`src/rtl/multi_rate_tick_gen_pkg.sv`:
```
// Shared constants and helpers for the multi-rate tick generator.
package multi_rate_tick_gen_pkg;

    // System clock feeding the timing path
    localparam int unsigned CLK_HZ = 100_000_000;

    // Divisor that yields the requested output frequency from CLK_HZ
    function automatic int unsigned div_from_hz(input int unsigned hz);
        return CLK_HZ / hz;
    endfunction

    localparam int unsigned DIV_1HZ   = div_from_hz(1);
    localparam int unsigned DIV_500HZ = div_from_hz(500);

    // Per-channel operating mode, decoded each cycle from divisor and enable
    typedef enum logic [1:0] {
        CH_OFF  = 2'd0,   // divisor is zero: channel idle
        CH_RUN  = 2'd1,   // counting
        CH_HOLD = 2'd2    // global enable low: phase frozen
    } ch_mode_e;

endpackage

```
`src/rtl/multi_rate_tick_gen_tick_channel.sv`:
```
// One rate channel: counter, active divisor, shadow divisor with pending flag,
// and the registered tick / square-wave outputs.
module tick_channel
    import multi_rate_tick_gen_pkg::*;
#(
    parameter int unsigned CNT_W   = 27,
    parameter logic [CNT_W-1:0] RST_DIV = '0
) (
    input  logic             clk,
    input  logic             rst,
    input  logic             en_i,
    input  logic             sync_clr_i,
    input  logic             wr_i,
    input  logic [CNT_W-1:0] wdata_i,
    output logic             tick_o,
    output logic             sq_o,
    output logic             pend_o
);

    logic [CNT_W-1:0] cnt_q, cnt_d;
    logic [CNT_W-1:0] div_q, div_d;
    logic [CNT_W-1:0] shadow_q, shadow_d;
    logic             pend_q, pend_d;
    logic             tick_q, tick_d;
    logic             sq_q, sq_d;
    logic             wrap;
    logic             apply;
    ch_mode_e         mode;

    // Next-state: counting, period-aligned divisor apply, shadow/pending update
    always_comb begin
        wrap  = (cnt_q == div_q - CNT_W'(1));
        apply = pend_q && (sync_clr_i || (div_q == '0) || (en_i && wrap));

        if (div_q == '0) begin
            mode = CH_OFF;
        end else if (en_i) begin
            mode = CH_RUN;
        end else begin
            mode = CH_HOLD;
        end

        cnt_d    = cnt_q;
        div_d    = div_q;
        shadow_d = shadow_q;
        pend_d   = pend_q;
        tick_d   = 1'b0;
        sq_d     = sq_q;

        if (apply) begin
            div_d = shadow_q;
        end

        if (sync_clr_i) begin
            cnt_d = '0;
            sq_d  = 1'b0;
        end else begin
            case (mode)
                CH_OFF: begin
                    cnt_d = '0;
                    sq_d  = 1'b0;
                end
                CH_RUN: begin
                    if (wrap) begin
                        cnt_d  = '0;
                        tick_d = 1'b1;
                    end else begin
                        cnt_d = cnt_q + CNT_W'(1);
                    end
                    // On a wrap the new period already follows the applied divisor
                    sq_d = (div_d != '0) && (cnt_d >= (div_d >> 1));
                end
                default: begin
                    cnt_d = cnt_q;
                end
            endcase
        end

        // A write on the apply edge stays pending; the old shadow is what applies
        if (wr_i) begin
            shadow_d = wdata_i;
            pend_d   = 1'b1;
        end else if (apply) begin
            pend_d = 1'b0;
        end
    end

    // State registers with asynchronous reset to the default divisor
    always_ff @(posedge clk or posedge rst) begin
        if (rst) begin
            cnt_q    <= '0;
            div_q    <= RST_DIV;
            shadow_q <= RST_DIV;
            pend_q   <= 1'b0;
            tick_q   <= 1'b0;
            sq_q     <= 1'b0;
        end else begin
            cnt_q    <= cnt_d;
            div_q    <= div_d;
            shadow_q <= shadow_d;
            pend_q   <= pend_d;
            tick_q   <= tick_d;
            sq_q     <= sq_d;
        end
    end

    assign tick_o = tick_q;
    assign sq_o   = sq_q;
    assign pend_o = pend_q;

endmodule

```
`src/rtl/multi_rate_tick_gen.sv`:
```
// N-channel rate generator: per-channel tick enables and square waves on clk,
// runtime-programmable divisors, global enable and synchronous restart.
module multi_rate_tick_gen
    import multi_rate_tick_gen_pkg::*;
#(
    parameter int unsigned NUM_CH = 2,
    parameter int unsigned CNT_W  = 27,
    parameter int unsigned CH_W   = 4,
    parameter logic [NUM_CH*CNT_W-1:0] DEFAULT_DIV =
        {CNT_W'(DIV_500HZ), CNT_W'(DIV_1HZ)}
) (
    input  logic              clk,
    input  logic              rst,
    input  logic              en,
    input  logic              sync_clr,
    input  logic              cfg_wr,
    input  logic [CH_W-1:0]   cfg_ch,
    input  logic [CNT_W-1:0]  cfg_div,
    output logic [NUM_CH-1:0] tick_o,
    output logic [NUM_CH-1:0] sq_o,
    output logic [NUM_CH-1:0] pend_o
);

    logic [NUM_CH-1:0] wr_ch;

    for (genvar i = 0; i < NUM_CH; i++) begin : g_ch
        // Out-of-range channel indices match no channel and are dropped
        assign wr_ch[i] = cfg_wr && (cfg_ch == CH_W'(i));

        tick_channel #(
            .CNT_W   (CNT_W),
            .RST_DIV (DEFAULT_DIV[i*CNT_W +: CNT_W])
        ) u_ch (
            .clk        (clk),
            .rst        (rst),
            .en_i       (en),
            .sync_clr_i (sync_clr),
            .wr_i       (wr_ch[i]),
            .wdata_i    (cfg_div),
            .tick_o     (tick_o[i]),
            .sq_o       (sq_o[i]),
            .pend_o     (pend_o[i])
        );
    end

endmodule

```
`config.mk`:
```
export PLATFORM = sky130hd
export DESIGN_NAME = multi_rate_tick_gen
export DESIGN_NICKNAME = d
export VERILOG_FILES = /design/src/rtl/multi_rate_tick_gen_pkg.sv /design/src/rtl/multi_rate_tick_gen_tick_channel.sv /design/src/rtl/multi_rate_tick_gen.sv
export SDC_FILE = /design/constraint.sdc
export NUM_CORES = 1
export LEC_CHECK = 0
export BUFFER_PORTS_ARGS = -buffer_cell sky130_fd_sc_hd__buf_4
export CAP_MARGIN = 20
export CORE_AREA = 3 3 145 147
export DETAILED_ROUTE_END_ITERATION = 16
export DIE_AREA = 0 0 148 150
export MAX_ROUTING_LAYER = met4
export PLACE_DENSITY_LB_ADDON = 0.15
export SLEW_MARGIN = 15
export SYNTH_ARGS = -nofsm -noshare
export SYNTH_HDL_FRONTEND = slang
export SYNTH_HIERARCHICAL = 1
export SYNTH_SLANG_ARGS = --single-unit
```
`constraint.sdc`:
```
create_clock -name clk -period 5.61 [get_ports clk]
set_input_delay 0.2805 -clock clk [delete_from_list [all_inputs] [get_ports clk]]
set_output_delay 0.2805 -clock clk [all_outputs]
set_load 0.1 [all_outputs]
```
-- Word-level counts from Yosys, hierarchy flattened
Cells that the tools add are included.
- add/sub/neg operators: 4
- $mul: 0
- divide/modulo/power cells: 0
- order comparisons: 2
- eq/ne operators: 5
- shifts and indexed selects: 0
- mux-type cells: 29
- bitwise gates (word level): 0
- reductions and logical operators: 23
- operators with widths (cell ; count):
    two-way mux 27 bit ; 10
    one-hot mux 27 bit (2 select lines) ; 2
    adder 27 x 1 -> 27 bit (second input constant) ; 2
    equality test 27 bit ; 2
    >= comparator 27 x 26 -> 1 bit ; 2
    zero test 27 bit ; 2
    nonzero test 27 bit ; 2
    subtractor 27 x 1 -> 27 bit (second input constant) ; 2
    two-way mux 1 bit ; 12
    logical AND 1 bit ; 8
    two-way mux 2 bit ; 3
    nonzero test 3 bit ; 2
    equality test 2 x 1 -> 1 bit (second input constant) ; 2
    equality test 4 x 1 -> 1 bit (second input constant) ; 1
    zero test 2 bit ; 2
    zero test 4 bit ; 1
    logical OR 1 bit ; 4
    one-hot mux 1 bit (2 select lines) ; 2
    nonzero test 2 bit ; 2
- flip-flop bits (word level): 168
- bits in latches: 0
- RAM bits: 0
- ROM bits: 0
- bits of input ports: 36
- output and inout port bits: 6
- word-level logic and storage cells: 75
- memories kept: 0

-- Depth between registers and ports, before layout
Gate-level depths: netlist (run 1).
- word-level depth: 10
- mapped depth: 23
- depth with buffers taken out: 20

-- Hierarchy
Netlist (run 1), hierarchy kept.
- modules (own cells, without submodules) (module ; instances ; cells an instance ; area an instance (µm²) ; sequential area each (µm²)):
    tick_channel at g_ch[1].u_ch ; 1 ; 650 ; 6291.0 ; 2117.0
    tick_channel at g_ch[0].u_ch ; 1 ; 589 ; 5626.6 ; 2132.0
    multi_rate_tick_gen ; 1 ; 3 ; 50.0 ; 0.0

-- Worst setup path before layout (run 1)
Ideal clock, no wire load.
- path kind: register -> register
- start point: register g_ch[1].u_ch.div_q[0]
- end point: register g_ch[1].u_ch.sq_q
- library setup time: 128 ps
- arrival: 4457 ps
- required time: 5482 ps
- setup slack: 1025 ps
- cell stages (with the launch flop): 22
- path buffers: 2
- clock period less this slack: 4585 ps
- cell sequence: dfrtp_1 inv_1 ha_1 or4b_1 buf_2 o41ai_1 o41ai_1 a2111oi_2 and4_1 o2111a_2 a31oi_4 buf_4 mux2i_1 ha_1 a21o_1 a211oi_1 o21ai_0 a31o_2 o21ai_0 and3_1 o21ai_0 nor3b_1
- word-level cells in the longest chain between the ends: 10
- elaborated cells between the ends (all ways): 20
- classes of those cells: add/sub (1); order compare (1); eq/ne (2); mux (7); reduce/logical (9)
- RTL lines (what ; line ; text):
    start: declaration ; multi_rate_tick_gen_tick_channel.sv:21 ; logic [CNT_W-1:0] div_q, div_d;
    start signal: assignment ; multi_rate_tick_gen_tick_channel.sv:99 ; div_q <= div_d;
    subtractor 27 x 1 -> 27 bit ; multi_rate_tick_gen_tick_channel.sv:32 ; wrap = (cnt_q == div_q - CNT_W'(1));
    equality test 27 bit ; multi_rate_tick_gen_tick_channel.sv:32 ;
    logical AND 1 bit ; multi_rate_tick_gen_tick_channel.sv:33 ; apply = pend_q && (sync_clr_i || (div_q == '0) || (en_i && wrap));
    logical OR 1 bit ; multi_rate_tick_gen_tick_channel.sv:33 ;
    logical AND 1 bit ; multi_rate_tick_gen_tick_channel.sv:33 ;
    two-way mux 27 bit ; multi_rate_tick_gen_tick_channel.sv:50 ; if (apply) begin
    >= comparator 27 x 26 -> 1 bit / nonzero test 27 bit (equally long branches) ; multi_rate_tick_gen_tick_channel.sv:71 ; sq_d = (div_d != '0) && (cnt_d >= (div_d >> 1));
    logical AND 1 bit ; multi_rate_tick_gen_tick_channel.sv:71 ;
    one-hot mux 1 bit (2 select lines) ; multi_rate_tick_gen_tick_channel.sv:58 ; case (mode)
    two-way mux 1 bit ; multi_rate_tick_gen_tick_channel.sv:54 ; if (sync_clr_i) begin
    end signal: assignment ; multi_rate_tick_gen_tick_channel.sv:103 ; sq_q <= sq_d;
    end: declaration ; multi_rate_tick_gen_tick_channel.sv:25 ; logic sq_q, sq_d;
Several ways; a longest one is shown, not always the timed one. The select of a mux whose other input is x is not followed.
A chain may end at the register's enable or synchronous reset.

-- Final worst setup path (run 1)
Same ends and word-level chain as after synthesis.

==> flow_metrics.env, run 1 <==
export IMPL_status="complete, no violations"
export IMPL_avgSynthCellArea_um2=9.64
export IMPL_port_buffers=41
export IMPL_clkPwrFrac_pct=22.3
export IMPL_r2r_setup_slack_ps=330
export IMPL_htreeDepth=4
export IMPL_final_setup_tns_ps=0
export IMPL_ys_flop_type="dfrtp_1"
export IMPL_p_int_w=0.00306
export IMPL_ys_top_cells_by_area="dfrtp_1 (28%), dfstp_2 (7.9%), mux2i_1 (6.2%), ha_1 (6.1%), xnor2_1 (5.7%)"
export IMPL_clk_pin_slew_ps=70
export IMPL_drcViolationCount=0
export IMPL_dr_pass1_iters=6
export IMPL_yosys_area_top_type="dfrtp_1"
export IMPL_grt_pass1_wl_um=49900
export IMPL_place_gp_congestion=0.969
export IMPL_fin_worst_skew_ps=9.76
export IMPL_nets=1351
export IMPL_r2r_start="g_ch[1].u_ch/div_q[0]"
export IMPL_hold_depth=2
export IMPL_multi_input_area_um2=7220
export IMPL_min_delay_start="cfg_div[23]"
export IMPL_drive_gt1_share_pct=20.3
export IMPL_syn_nets=1336
export IMPL_maxSlewViolCount=0
export IMPL_yosysWarnings=6
export IMPL_clockBufferDepth=2
export IMPL_power_frac_seq_pct=38.5
export IMPL_hold_end="g_ch[1].u_ch/shadow_q[23]"
export IMPL_gr_max_usage_layer="met2"
export IMPL_area_growth_pct=9.74
export IMPL_num_vias=9390
export IMPL_leakagePower_nw=6.07
export IMPL_reg2reg_depth=20
export IMPL_insertion_delay_ps=430
export IMPL_synth_edff_count=0
export IMPL_fin_util_pct=65.5
export IMPL_r2r_end="g_ch[1].u_ch/sq_o"
export IMPL_seq_area_um2=4250
export IMPL_cts_tree="built"
export IMPL_grt_util_all_layers_pct=29.3
export IMPL_critical_path_max_fanout=10
export IMPL_vias_per_cell=6.10
export IMPL_fin_crit_ps=5280
export IMPL_worstHoldPathType="input pin to flop"
export IMPL_grt_ovfl_total=0
export IMPL_ir_drop_uv=223
export IMPL_switching_power_w=0.00209
export IMPL_timing_worst_setup_path_type="flop to flop"
export IMPL_use_met2_pct=49.9
export IMPL_synthesis_area_um2=12000
export IMPL_grt_use_met1_pct=36.3
export IMPL_wl_per_cell_um=20.1
export IMPL_dieWidth_um=148
export IMPL_setup_viol_count_final=0
export IMPL_start_util_pct=59.7
export IMPL_drtIter0Drc=679
export IMPL_ant_nets=0
export IMPL_synth_top_area_share_pct=27.6
export IMPL_maxCapViolCount=0
export IMPL_synth_seq_cells=168
export IMPL_hold_violations=0
export IMPL_grt_pass1_vias=9306
export IMPL_cts_sinks=168
export IMPL_power_density_nw_per_um2=392
export IMPL_use_met3_pct=3.82
export IMPL_crit_required_ps=5960
export IMPL_synth_cells=1242
export IMPL_p_sw_share_pct=40.6
export IMPL_io_pins=42
export IMPL_dpl_hpwl_um=23400
export IMPL_synth_seq_area_share_pct=35.5
export IMPL_grt_max_degree=85
export IMPL_dieArea_um2=22200
export IMPL_routed_wl_um=31000
export IMPL_relSlewSlack_pct=44.2
export IMPL_antenna_found_initial=0
export IMPL_p_comb_share_pct=39.2
export IMPL_worst_slew_pin_transition_ps=837
export IMPL_clockRootBuffer="clkbuf_16"
export IMPL_row_count=52
export IMPL_placeableCoreArea_um2=20000
export IMPL_synth_cell_type_count=84
export IMPL_n_antenna_cell=0
export IMPL_cp_arrival_ps=5630
export IMPL_ys_async_sr_fraction_pct=100
export IMPL_critPathCaptureType="flop"
export IMPL_die_y_um=150
export IMPL_numCtsBuffers=17
export IMPL_cp_start_kind="flop"
export IMPL_fillers=1716
export IMPL_finalCritPeriodShare_pct=94.1
export IMPL_max_freq_ghz=0.189
export IMPL_rsz0062_at_grt="no"
worst max-delay path by stage:
stage | depth (start not counted) | from | endpoint
6_report | 20 | g_ch[1].u_ch/div_q[0] | g_ch[1].u_ch/sq_o
3_3_place_gp | 19 | g_ch[1].u_ch/div_q[0] | g_ch[1].u_ch/sq_o
2_1_floorplan | 21 | g_ch[1].u_ch/div_q[0] | g_ch[1].u_ch/sq_o
4_1_cts | 18 | g_ch[1].u_ch/div_q[0] | g_ch[1].u_ch/sq_o
5_1_grt | 20 | g_ch[1].u_ch/div_q[0] | g_ch[1].u_ch/sq_o
3_5_place_dp | 19 | g_ch[1].u_ch/div_q[0] | g_ch[1].u_ch/sq_o
repair_timing:
action | CTS | global route
gates resized for setup | 0 | 0
hold buffers | 1 | 0
buffers inserted | 0 | 0
endpoints found under the hold margin | 19 | 0
Yosys cell counts, types with 4 or more instances:
library cell and number:
nor2_1 135, dfrtp_1 132, xnor2_1 78, mux2i_1 74
nand2_1 64, ha_1 58, mux2_2 57, xor2_1 50
clkbuf_1 48, inv_1 46, dfstp_2 36, nand3_1 36
a21oi_1 32, nor3_1 32, o21ai_0 32, nand4_1 29
nor4_1 27, mux2_4 25, and3_1 22, or4_1 16
buf_2 12, nor2b_1 12, and4_1 11, or3_1 11
nand2b_1 9, or2_2 8, a31o_1 7, a31o_2 7
a31oi_1 7, nand3b_1 7, a21o_1 6, nor3b_1 6
nor4_2 6, o21a_1 6, a211oi_1 5, nand4b_1 5
buf_1 4, buf_4 4, buf_6 4, o31ai_1 4
power groups by stage:
stage | clock network, W | registers [W] | logic [W]
after detailed placement | 0 | 0.00199 | 0.00199
after floorplan | 0 | 0.00177 | 0.00162
after CTS | 0.00117 | 0.00197 | 0.00200
final | 0.00115 | 0.00198 | 0.00202
after global placement | 0 | 0.00198 | 0.00194
after global routing | 0.00122 | 0.00203 | 0.00222
routing by layer:
metal,vias to the layer above,routed length [µm]
met5,-,0
met4,0,986
met3,67,1160
met2,245,15600
met1,4574,13300
li1,4504,-
critical path, cell delays in order, from the launching register on:
cell and delay (ps):
dfrtp_1 440, inv_1 100, ha_1 230, or4b_1 680, o41ai_1 490, o41ai_1 170
a2111oi_2 260, and4_1 230, o2111a_2 260, a31oi_4 200, buf_4 250, mux2i_1 140
ha_1 300, a21oi_1 60, o21ai_0 300, o221ai_1 210, a21oi_1 250, o21ai_0 150
and3_1 160, o21ai_0 130, nor3b_1 180
sequential cells by signal, indices dropped and copies added (netlist names):
| name | flops |
|---|---|
| g_ch.u_ch/shadow_q | 54 |
| g_ch.u_ch/cnt_q | 54 |
| g_ch.u_ch/tick_o | 2 |
| g_ch.u_ch/div_q | 54 |
| g_ch.u_ch/sq_o | 2 |
| g_ch.u_ch/pend_o | 2 |
cells by family (layout without fill, tap and decap cells):
group,count (synthesis),count (layout),share of synthesized area [%]
muxes,158,158,14.9
buffers and inverters,120,148,4.28
xor gates and xnor gates,128,128,9.37
DFF,168,168,35.5
and+or+nand+nor,461,461,21.2
adders and majority gates,58,58,6.06
AOI/OAI and AO/OA,149,149,8.68
cells in the final DEF, fill, tap and decap left out, types with 7 or more instances in the layout:
master     instances
a31o_2             7
nand3_1           36
and3_1            22
and4_1            11
nor2_1           135
nand3b_1           7
clkbuf_16         17
ha_1              58
xor2_1            50
a31oi_1            7
nor2b_1           12
a21oi_1           32
dfstp_2           36
nor3_1            32
xnor2_1           78
nor4_1            27
dfrtp_1          132
o21ai_0           32
mux2_4            25
nand4_1           29
nand2_1           64
a31o_1             7
nand2b_1           9
or4_1             16
or2_2              8
or3_1             11
mux2i_1           74
inv_1             44
mux2_2            57
buf_4             64
layout make-up:
cell class                      instances  share of cell area [%]
Clock buffer                           17                    3.24
Clock inverter                         15                    1.12
Inverter                               47                    1.36
Multi-Input combinational cell        954                    54.9
Sequential cell                       168                    32.4
Tap cell                              270                    2.57
Timing Repair Buffer                   69                    4.40
through the flow:
stage	hold slack [ps]	power, W	cells	instance area, µm²	setup slack, ps
6_report	90.6	0.00515	1540	13100	332
5_1_grt	74.0	0.00547	1540	13100	31.4
3_5_place_dp	283	0.00398	1506	12500	467
2_1_floorplan	432	0.00339	1242	12000	1030
4_1_cts	74.5	0.00515	1539	13100	418
3_3_place_gp	276	0.00393	1506	12500	557
Note: power is estimated with default switching activity, not from simulation.
==> inputs of run 2 (changes only) <==
--- a/config.mk
+++ b/config.mk
@@ -5,11 +5,12 @@
 export SDC_FILE = /design/constraint.sdc
 export NUM_CORES = 1
 export LEC_CHECK = 0
+export ABC_AREA = 1
 export BUFFER_PORTS_ARGS = -buffer_cell sky130_fd_sc_hd__buf_4
 export CAP_MARGIN = 20
-export CORE_AREA = 3 3 145 147
+export CORE_AREA = 3 3 148 150
 export DETAILED_ROUTE_END_ITERATION = 16
-export DIE_AREA = 0 0 148 150
+export DIE_AREA = 0 0 151 153
 export MAX_ROUTING_LAYER = met4
 export PLACE_DENSITY_LB_ADDON = 0.15
 export SLEW_MARGIN = 15
==> flow_metrics.env, run 2 <==
export IMPL_placed_cells=2061
export IMPL_syn_nets=1876
export IMPL_clockRootBuffer="clkbuf_16"
export IMPL_yosysWarnings=6
export IMPL_grt_pass1_wl_um=60700
export IMPL_drcViolationCount=0
export IMPL_dieWidth_um=151
export IMPL_cp_start_kind="flop"
export IMPL_cp_arrival_ps=4970
export IMPL_hold_buffers=1
export IMPL_maxCapViolCount=0
export IMPL_synth_seq_cells=168
export IMPL_ant_nets=0
export IMPL_insertion_delay_ps=440
export IMPL_grt_max_degree=83
export IMPL_synth_edff_count=0
export IMPL_setup_viol_count_final=0
export IMPL_fin_worst_skew_ps=15.1
export IMPL_crit_top_cell="nand2_1"
export IMPL_row_count=53
export IMPL_fin_crit_ps=4640
export IMPL_cts_tree="built"
export IMPL_ys_async_sr_fraction_pct=100
export IMPL_ys_top_cells_by_area="dfrtp_1 (26%), nand2_1 (15%), inv_1 (9.5%), dfstp_2 (7.6%), ha_1 (5.8%)"
export IMPL_port_buffers=41
export IMPL_worst_slew_pin_transition_ps=1030
export IMPL_ys_flop_type="dfrtp_1"
export IMPL_post_synth_top_count_cell="nand2_1"
export IMPL_placeableCoreArea_um2=20800
export IMPL_grt_util_all_layers_pct=34.6
export IMPL_synth_cell_type_count=53
export IMPL_rsz0062_at_grt="no"
export IMPL_ir_drop_uv=329
export IMPL_cts_resized=0
export IMPL_reg2reg_depth=35
export IMPL_final_cells=2096
export IMPL_dieArea_um2=23100
export IMPL_numCtsBuffers=17
export IMPL_grt_pass1_vias=11142
export IMPL_dpl_hpwl_um=29900
export IMPL_max_freq_ghz=0.215
export IMPL_mostFrequentLayoutCells="nand2_1 (503), inv_1 (314), dfrtp_1 (132)"
export IMPL_htreeDepth=4
export IMPL_area_growth_pct=9.26
export IMPL_reg_top3="g_ch.u_ch/cnt_q (54), g_ch.u_ch/div_q (54), g_ch.u_ch/shadow_q (54)"
export IMPL_ys_top_cells_by_count="nand2_1 (503), inv_1 (316), dfrtp_1 (132), nor2_1 (125), nand4_1 (91)"
export IMPL_drive_gt1_share_pct=11.1
export IMPL_hold_violations=0
export IMPL_antenna_found_initial=0
export IMPL_n_antenna_cell=0
export IMPL_status="complete, no violations"
export IMPL_drtIter0Drc=1544
export IMPL_synth_top_area_share_pct=26.4
export IMPL_synth_cells=1782
export IMPL_power_density_nw_per_um2=375
export IMPL_die_y_um=153
export IMPL_io_pins=42
export IMPL_place_gp_congestion=1.03
export IMPL_crit_required_ps=5930
export IMPL_final_common_cell="nand2_1"
export IMPL_routed_wl_um=38100
export IMPL_critical_path_max_fanout=32
export IMPL_relSlewSlack_pct=31.3
export IMPL_dr_pass1_iters=6
export IMPL_max_stage_delay_ps=380
export IMPL_critical_path_slowest_cell="dfrtp_1"
export IMPL_synth_seq_area_share_pct=33.9
export IMPL_timing_worst_setup_path_type="flop to flop"
export IMPL_maxSlewViolCount=0
export IMPL_grt_ovfl_total=0
export IMPL_fillers=1834
export IMPL_finalCritPeriodShare_pct=82.7
export IMPL_leakagePower_nw=7.12
export IMPL_nets=1902
export IMPL_yosys_area_top_type="dfrtp_1"
export IMPL_vias_per_cell=5.69
export IMPL_worstHoldPathType="input pin to flop"
export IMPL_critPathCaptureType="flop"
export IMPL_clockBufferDepth=2
export IMPL_avgSynthCellArea_um2=7.03
export IMPL_post_cts_buffers=0
export IMPL_wl_per_cell_um=18.2
export IMPL_clk_pin_slew_ps=70
export IMPL_hold_depth=3
export IMPL_start_util_pct=60.1
export IMPL_synthesis_area_um2=12500
export IMPL_cts_sinks=168
export IMPL_num_vias=11923
export IMPL_final_setup_tns_ps=0
==> run 2: per-stage QoR <==
stage	worst slack (ps)	area, µm²	power (W)	hold WS, ps	utilization [%]
CTS	1020	13600	0.00509	50.5	65.5
finish	968	13700	0.00514	66.0	65.7
global route	468	13700	0.00548	55.4	65.7
floorplan	1890	12500	0.00325	377	-
global placement	1120	13000	0.00384	166	62.6
detailed placement	1060	13000	0.00388	169	62.6
==> run 2: worst paths after layout <==
kind | start | endpoint | slack (ps)
worst min register to register | g_ch[0].u_ch/shadow_q[16] | g_ch[0].u_ch/shadow_q[16] | 490
worst min-delay path | cfg_div[26] | g_ch[0].u_ch/shadow_q[26] | 70
min in group asynchronous | rst | g_ch[1].u_ch/tick_o | 280
worst max-delay path | g_ch[0].u_ch/div_q[0] | g_ch[0].u_ch/sq_o | 970
worst max register to register | g_ch[0].u_ch/div_q[0] | g_ch[0].u_ch/sq_o | 970
max in group asynchronous | rst | g_ch[0].u_ch/cnt_q[6] | 4050
==> run 2: worst max-delay path: cells and delay by family (launching register included) <==
| kind | cells | cell delay [ps] |
|---|---|---|
| flip-flops | 1 | 380 |
| AND/OR/NAND/NOR | 24 | 2460 |
| AO/OA/AOI/OAI | 6 | 720 |
| adder cells (fa/ha/maj) | 2 | 630 |
| buffers and inverters | 3 | 320 |
==> run 2: cell families (layout without fill, tap and decap cells) <==
group,Yosys count,count (layout),synth area share [%]
xor+xnor,98,98,7.03
buf+inv,375,414,11.7
compound gates,181,181,8.43
fa+ha+maj,58,58,5.79
flops,168,168,33.9
simple gates,902,902,33.1
==> run 2: final cells by class <==
class | instances | area, µm² | area share (%)
clock buffers | 18 | 429 | 3.14
clock inverters | 14 | 159 | 1.16
inverters | 325 | 1220 | 8.93
multi-input cells | 1239 | 6810 | 49.8
flip-flops and latches | 168 | 4250 | 31.1
well taps | 275 | 344 | 2.51
repair buffers | 57 | 470 | 3.44
==> run 2: where the power goes <==
part           switching, W  internal (W)  total (W)
sequential         0.000391       0.00156    0.00195
combinational       0.00136      0.000638    0.00200
clock              0.000589      0.000599    0.00119
total               0.00234       0.00280    0.00514
==> run 2: layer usage <==
layer	part of all wire (%)	track usage (%)
met2	41	46.3
met4	1.9	7.64
met3	11	8.36
met5	0	-
met1	46	53.0
